[src/rtl/i2s_tx_serializer.sv]
// Stereo I2S transmitter: single-entry sample buffer, divided mclk/sclk/lrclk,
// MSB-first Philips framing in 32-bit slots with zero padding, underrun flag.
module i2s_tx_serializer #(
    parameter int unsigned SAMPLE_WIDTH = 16,
    parameter int unsigned MCLK_HALF    = 4,
    parameter int unsigned SCLK_HALF    = 16
) (
    input  logic                    clk,
    input  logic                    rst,
    input  logic                    enable,
    input  logic [SAMPLE_WIDTH-1:0] sample_left,
    input  logic [SAMPLE_WIDTH-1:0] sample_right,
    input  logic                    sample_valid,
    output logic                    sample_ready,
    output logic                    underrun,
    output logic                    i2s_mclk,
    output logic                    i2s_sclk,
    output logic                    i2s_lrclk,
    output logic                    i2s_sdata
);

    localparam int unsigned MCNT_W = (MCLK_HALF > 1) ? $clog2(MCLK_HALF) : 1;
    localparam int unsigned SCNT_W = (SCLK_HALF > 1) ? $clog2(SCLK_HALF) : 1;
    localparam logic [MCNT_W-1:0] MCNT_LAST = MCNT_W'(MCLK_HALF - 1);
    localparam logic [SCNT_W-1:0] SCNT_LAST = SCNT_W'(SCLK_HALF - 1);

    logic [MCNT_W-1:0]       mcnt_q, mcnt_d;
    logic [SCNT_W-1:0]       scnt_q, scnt_d;
    logic                    mclk_q, mclk_d;
    logic                    sclk_q, sclk_d;
    logic [5:0]              bit_cnt_q, bit_cnt_d;
    logic                    lrclk_q, lrclk_d;
    logic                    sdata_q, sdata_d;
    logic [SAMPLE_WIDTH-1:0] buf_l_q, buf_l_d;
    logic [SAMPLE_WIDTH-1:0] buf_r_q, buf_r_d;
    logic                    buf_full_q, buf_full_d;
    logic [SAMPLE_WIDTH-1:0] cur_l_q, cur_l_d;
    logic [SAMPLE_WIDTH-1:0] cur_r_q, cur_r_d;
    logic                    underrun_q, underrun_d;
    logic                    ready_q, ready_d;

    logic                    sclk_fall;
    logic [4:0]              slot_k;
    logic [SAMPLE_WIDTH-1:0] slot_word;
    logic [SAMPLE_WIDTH-1:0] slot_shift;

    // Next-state: dividers, bit counter, frame load, serial bit and handshake.
    always_comb begin
        mcnt_d     = mcnt_q;
        mclk_d     = mclk_q;
        scnt_d     = scnt_q;
        sclk_d     = sclk_q;
        bit_cnt_d  = bit_cnt_q;
        lrclk_d    = lrclk_q;
        sdata_d    = sdata_q;
        buf_l_d    = buf_l_q;
        buf_r_d    = buf_r_q;
        buf_full_d = buf_full_q;
        cur_l_d    = cur_l_q;
        cur_r_d    = cur_r_q;
        underrun_d = 1'b0;
        ready_d    = 1'b0;
        sclk_fall  = 1'b0;
        slot_k     = '0;
        slot_word  = '0;
        slot_shift = '0;

        if (!enable) begin
            mcnt_d     = '0;
            mclk_d     = 1'b0;
            scnt_d     = '0;
            sclk_d     = 1'b0;
            bit_cnt_d  = 6'd63;
            lrclk_d    = 1'b0;
            sdata_d    = 1'b0;
            buf_full_d = 1'b0;
            cur_l_d    = '0;
            cur_r_d    = '0;
        end else begin
            if (mcnt_q == MCNT_LAST) begin
                mcnt_d = '0;
                mclk_d = ~mclk_q;
            end else begin
                mcnt_d = mcnt_q + MCNT_W'(1);
            end

            if (scnt_q == SCNT_LAST) begin
                scnt_d    = '0;
                sclk_d    = ~sclk_q;
                sclk_fall = sclk_q;
            end else begin
                scnt_d = scnt_q + SCNT_W'(1);
            end

            if (sclk_fall) begin
                bit_cnt_d = bit_cnt_q + 6'd1;
                if (bit_cnt_q == 6'd63) begin
                    if (buf_full_q) begin
                        cur_l_d    = buf_l_q;
                        cur_r_d    = buf_r_q;
                        buf_full_d = 1'b0;
                    end else begin
                        cur_l_d    = '0;
                        cur_r_d    = '0;
                        underrun_d = 1'b1;
                    end
                end
                lrclk_d   = bit_cnt_d[5];
                slot_k    = bit_cnt_d[4:0];
                slot_word = bit_cnt_d[5] ? cur_r_d : cur_l_d;
                if (slot_k != 5'd0 && 32'(slot_k) <= SAMPLE_WIDTH) begin
                    slot_shift = slot_word >> (SAMPLE_WIDTH - 32'(slot_k));
                    sdata_d    = slot_shift[0];
                end else begin
                    sdata_d = 1'b0;
                end
            end

            // ready is registered from ~buf_full, so a transfer never meets a full buffer
            if (sample_valid && ready_q) begin
                buf_l_d    = sample_left;
                buf_r_d    = sample_right;
                buf_full_d = 1'b1;
            end

            ready_d = ~buf_full_d;
        end
    end

    // State register with asynchronous return to idle.
    always_ff @(posedge clk or posedge rst) begin
        if (rst) begin
            mcnt_q     <= '0;
            mclk_q     <= 1'b0;
            scnt_q     <= '0;
            sclk_q     <= 1'b0;
            bit_cnt_q  <= 6'd63;
            lrclk_q    <= 1'b0;
            sdata_q    <= 1'b0;
            buf_l_q    <= '0;
            buf_r_q    <= '0;
            buf_full_q <= 1'b0;
            cur_l_q    <= '0;
            cur_r_q    <= '0;
            underrun_q <= 1'b0;
            ready_q    <= 1'b0;
        end else begin
            mcnt_q     <= mcnt_d;
            mclk_q     <= mclk_d;
            scnt_q     <= scnt_d;
            sclk_q     <= sclk_d;
            bit_cnt_q  <= bit_cnt_d;
            lrclk_q    <= lrclk_d;
            sdata_q    <= sdata_d;
            buf_l_q    <= buf_l_d;
            buf_r_q    <= buf_r_d;
            buf_full_q <= buf_full_d;
            cur_l_q    <= cur_l_d;
            cur_r_q    <= cur_r_d;
            underrun_q <= underrun_d;
            ready_q    <= ready_d;
        end
    end

    assign sample_ready = ready_q;
    assign underrun     = underrun_q;
    assign i2s_mclk     = mclk_q;
    assign i2s_sclk     = sclk_q;
    assign i2s_lrclk    = lrclk_q;
    assign i2s_sdata    = sdata_q;

endmodule

[config.mk]
export PLATFORM = sky130hd
export DESIGN_NAME = i2s_tx_serializer
export DESIGN_NICKNAME = d
export VERILOG_FILES = /design/src/rtl/i2s_tx_serializer.sv
export SDC_FILE = /design/constraint.sdc
export NUM_CORES = 1
export LEC_CHECK = 0
export CAP_MARGIN = 20
export CORE_MARGIN = 2
export CORE_UTILIZATION = 45
export CTS_BUF_LIST = sky130_fd_sc_hd__clkbuf_4 sky130_fd_sc_hd__clkbuf_8 sky130_fd_sc_hd__clkbuf_16
export CTS_CLUSTER_SIZE = 24
export DETAILED_ROUTE_END_ITERATION = 6
export HOLD_SLACK_MARGIN = 0.12
export PLACE_DENSITY = 0.73
export SYNTH_ARGS = -nofsm -noshare
export SYNTH_HDL_FRONTEND = slang
export SYNTH_SLANG_ARGS = --single-unit
[constraint.sdc]
create_clock -name clk -period 6.51 [get_ports clk]
set_input_delay 1.302 -clock clk [delete_from_list [all_inputs] [get_ports clk]]
set_output_delay 1.302 -clock clk [all_outputs]
set_load 0.02 [all_outputs]
==> results by group <==
Power and ir drop
  • LEAKAGE: 2.11 nW
  • Maximum vdd drop: 0.134 mV
  • Pwr/cell area: 224 nW/um2

Clocking
  • CTS H-Tree Depth: 3
  • Post-CTS Resized: 0
  • TritonCTS clock tree: done
  • CTS buffer count: 9
  • Postcts setup bufs: 0
  • CTS Root Cell: clkbuf_8
  • Hold buffers post-CTS: 0
  • # clock sinks: 83
  • Latest clock arrival within the worst-skew pair: about 350 ps
  • Clock buffer depth: 2
  • Clock slew at reported path FFs: 80 ps

Timing
  • Worst Tran Pin Value: between 900 and 1000 ps
  • Max-slew violations: 0
  • Unrepaired setup endpoints after global routing: false
  • Final Hold Vio Count: 0
  • Fin worst setup slack: 3270 ps
  • Max Clock Freq: between 0.3 and 0.4 GHz
  • Count of final setup violators: 0
  • Slew margin rel.: about two fifths
  • Setup Skew: 6.55 ps
  • Tcrit/Tclk final: 49.7%
  • Post-route setup TNS: 0 ps
  • Minimum clock period: 3240 ps

Hold path
  • Hold crit path type: flip-flop to flip-flop
  • Hold Path Depth: 1
  • Start point of the worst hold path: mcnt_q[0]
  • Worst Hold Path EP: mcnt_q[0]

Routing
  • Residual DRC: 0
  • Final wirelength: around 8900 um
  • Routed vias/inst: 5.58
  • Antenna-violating nets left: 0
  • Routed vias: ~3100
  • Iteration-0 DRC Markers: around 170
  • DRT Pass-1 Iters: 5
  • DR WL/cell: 15.9 um

Yosys
  • Post-synth top area cell: dfrtp_1
  • Post-synth ARST share: between 90% and 100%
  • Mapped cell area: 4210 um2
  • Area contributors post-synth: dfrtp_1 46%, mux2_2 8.8%, nand2_1 6.1%
  • Avg Cell Area, Syn: 10.2 um2
  • Synth Register Bits: 83
  • Number of synthesized flops with an enable pin: 0
  • Syn nets: 453
  • Synth unique cells: 56
  • Mapped Cells: 414
  • Sequential share of the synthesized area: a little under 50%
  • Top cell type's share of synthesized area: 45.7%
  • Synth Warn #: 0
  • Ys flop type: dfrtp_1

Layout
  • Antenna Cells: 0
  • Syn-to-layout area delta: 16.4%
  • Design area: 4900 um2
  • Layout cell share with drive strength beyond 1: approximately 17%
  • Nets@finish: 482

Global routing
  • Gr ovfl total: 0
  • Largest net degree at the start of global routing: 84
  • Global Route Usage Sum: 19.0%
  • Initial antenna violation count: 0
  • First-pass GRT wire length: 15100 um
  • Vias in the first global route: 3053

Critical path
  • CP Data Required Time: 6770 ps
  • Critical Path AT: 3500 ps
  • Critical path class: flip-flop to flip-flop
  • Worst setup EP type: flip-flop
  • R2R Setup Slk: 3270 ps
  • Crit path max fanout: 17
  • FF-to-FF End: i2s_sdata
  • R2R depth: 8
  • CP startpoint kind: flip-flop
  • Worst r2r src: bit_cnt_q[0]

Place
  • Area after DPL: 4680 um2
  • Port bufs: 41
  • HPWL after detailed placement: around 5600 um
  • Placement Setup Slack: 3030 ps
  • Final RePlAce weighted congestion: 0.867

Floorplan
  • IO Pins: 42
  • Die Y: 101 um
  • Rows: 35
  • DIE AREA: 10200 um2
  • Area of the core: 9150 um2
  • Initial Utilization: 46.0%
  • Chip width: 101 um

Outcome
  • Status: complete, no violations

Run
  • Max cap viols: 0
==> cell families after synthesis <==
family          after synthesis  share of synthesized area [%]
compound gates               80                           13.4
xor+xnor                      6                           1.25
fa+ha+maj                     3                          0.891
buf+inv                      37                           3.65
flops                        83                           49.5
mux                          46                           12.9
simple gates                159                           18.4
==> power breakdown <==
group | internal [mW] | switching, mW
clock | 0.178 | 0.185
sequential | 0.571 | 0.0394
combinational | 0.0777 | 0.0493
==> critical path: stages, from the launching register on <==
cell	delay (ps)
dfstp_2	700
ha_1	360
nand4_1	230
nor2_2	710
nand3_1	150
a311o_2	420
a31oi_1	190
o2111ai_1	150
o31ai_1	230
==> cells in the final DEF, fill, tap and decap left out, types with 7 or more instances in the layout <==
master,netlist,routed
mux2_2,33,33
and2_1,21,21
o21ai_0,18,18
nand2_1,68,68
nor2_1,9,8
dfrtp_1,77,77
a21boi_0,24,24
clkdlybuf4s50_1,0,41
mux2i_1,8,8
clkbuf_8,0,9
nand3_1,33,33
a21oi_1,7,7
==> registers in the layout, summed over array words and instances, names as in the netlist <==
| register | flops |
|---|---|
| i2s_sdata | 1 |
| buf_full_q | 1 |
| i2s_mclk | 1 |
| i2s_sclk | 1 |
| mcnt_q | 2 |
| buf_r_q | 16 |
| underrun | 1 |
| buf_l_q | 16 |
| cur_l_q | 16 |
| i2s_lrclk | 1 |
| sample_ready | 1 |
| bit_cnt_q | 6 |
| scnt_q | 4 |
| cur_r_q | 16 |
==> worst max-delay path by stage <==
stage                       from     endpoint  cells past startpoint
finish              bit_cnt_q[0]    i2s_sdata                      8
CTS                 bit_cnt_q[0]  cur_l_q[13]                      6
floorplan                    rst   buf_full_q                      1
detailed placement        enable  buf_r_q[13]                      5
global placement          enable  buf_l_q[13]                      5
global route        bit_cnt_q[0]    i2s_sdata                      8
==> through the flow <==
stage	cells	util, %	hold WS (ps)	power, mW
floorplan	414	-	414	0.693
global placement	541	51.1	424	0.739
detailed placement	541	51.1	433	0.748
CTS	556	53.1	445	1.11
global route	558	53.6	461	1.15
finish	558	53.6	445	1.10
==> final cells by class <==
| type | count | area [um2] |
|---|---|---|
| Fill cell | 826 | 4250 |
| Sequential cell | 83 | 2080 |
| Multi-Input combinational cell | 294 | 1980 |
| Timing Repair Buffer | 48 | 490 |
| Tap cell | 111 | 139 |
| Clock buffer | 10 | 131 |
| Clock inverter | 5 | 55.1 |
| Inverter | 7 | 27.5 |
==> cell usage after synthesis (5+ instances only) <==
cell / n
o21ai_0: 18
nor2_1: 9
and2_1: 21
nand2_1: 68
mux2i_1: 8
a31oi_1: 6
nand3_1: 33
a221oi_1: 5
inv_1: 7
dfstp_2: 6
a21oi_1: 7
mux2_2: 33
clkbuf_1: 23
a21boi_0: 24
dfrtp_1: 77
nor3_1: 5
==> layer usage <==
layer | up-vias | global-route usage (%) | wire, um
li1 | 1513 | - | -
met1 | 1521 | 26.4 | 4110
met3 | 14 | 3.81 | 332
met4 | 0 | 8.11 | 139
met5 | - | 0 | 0
met2 | 64 | 29.1 | 4290
Note: power is estimated with default switching activity, not from simulation.
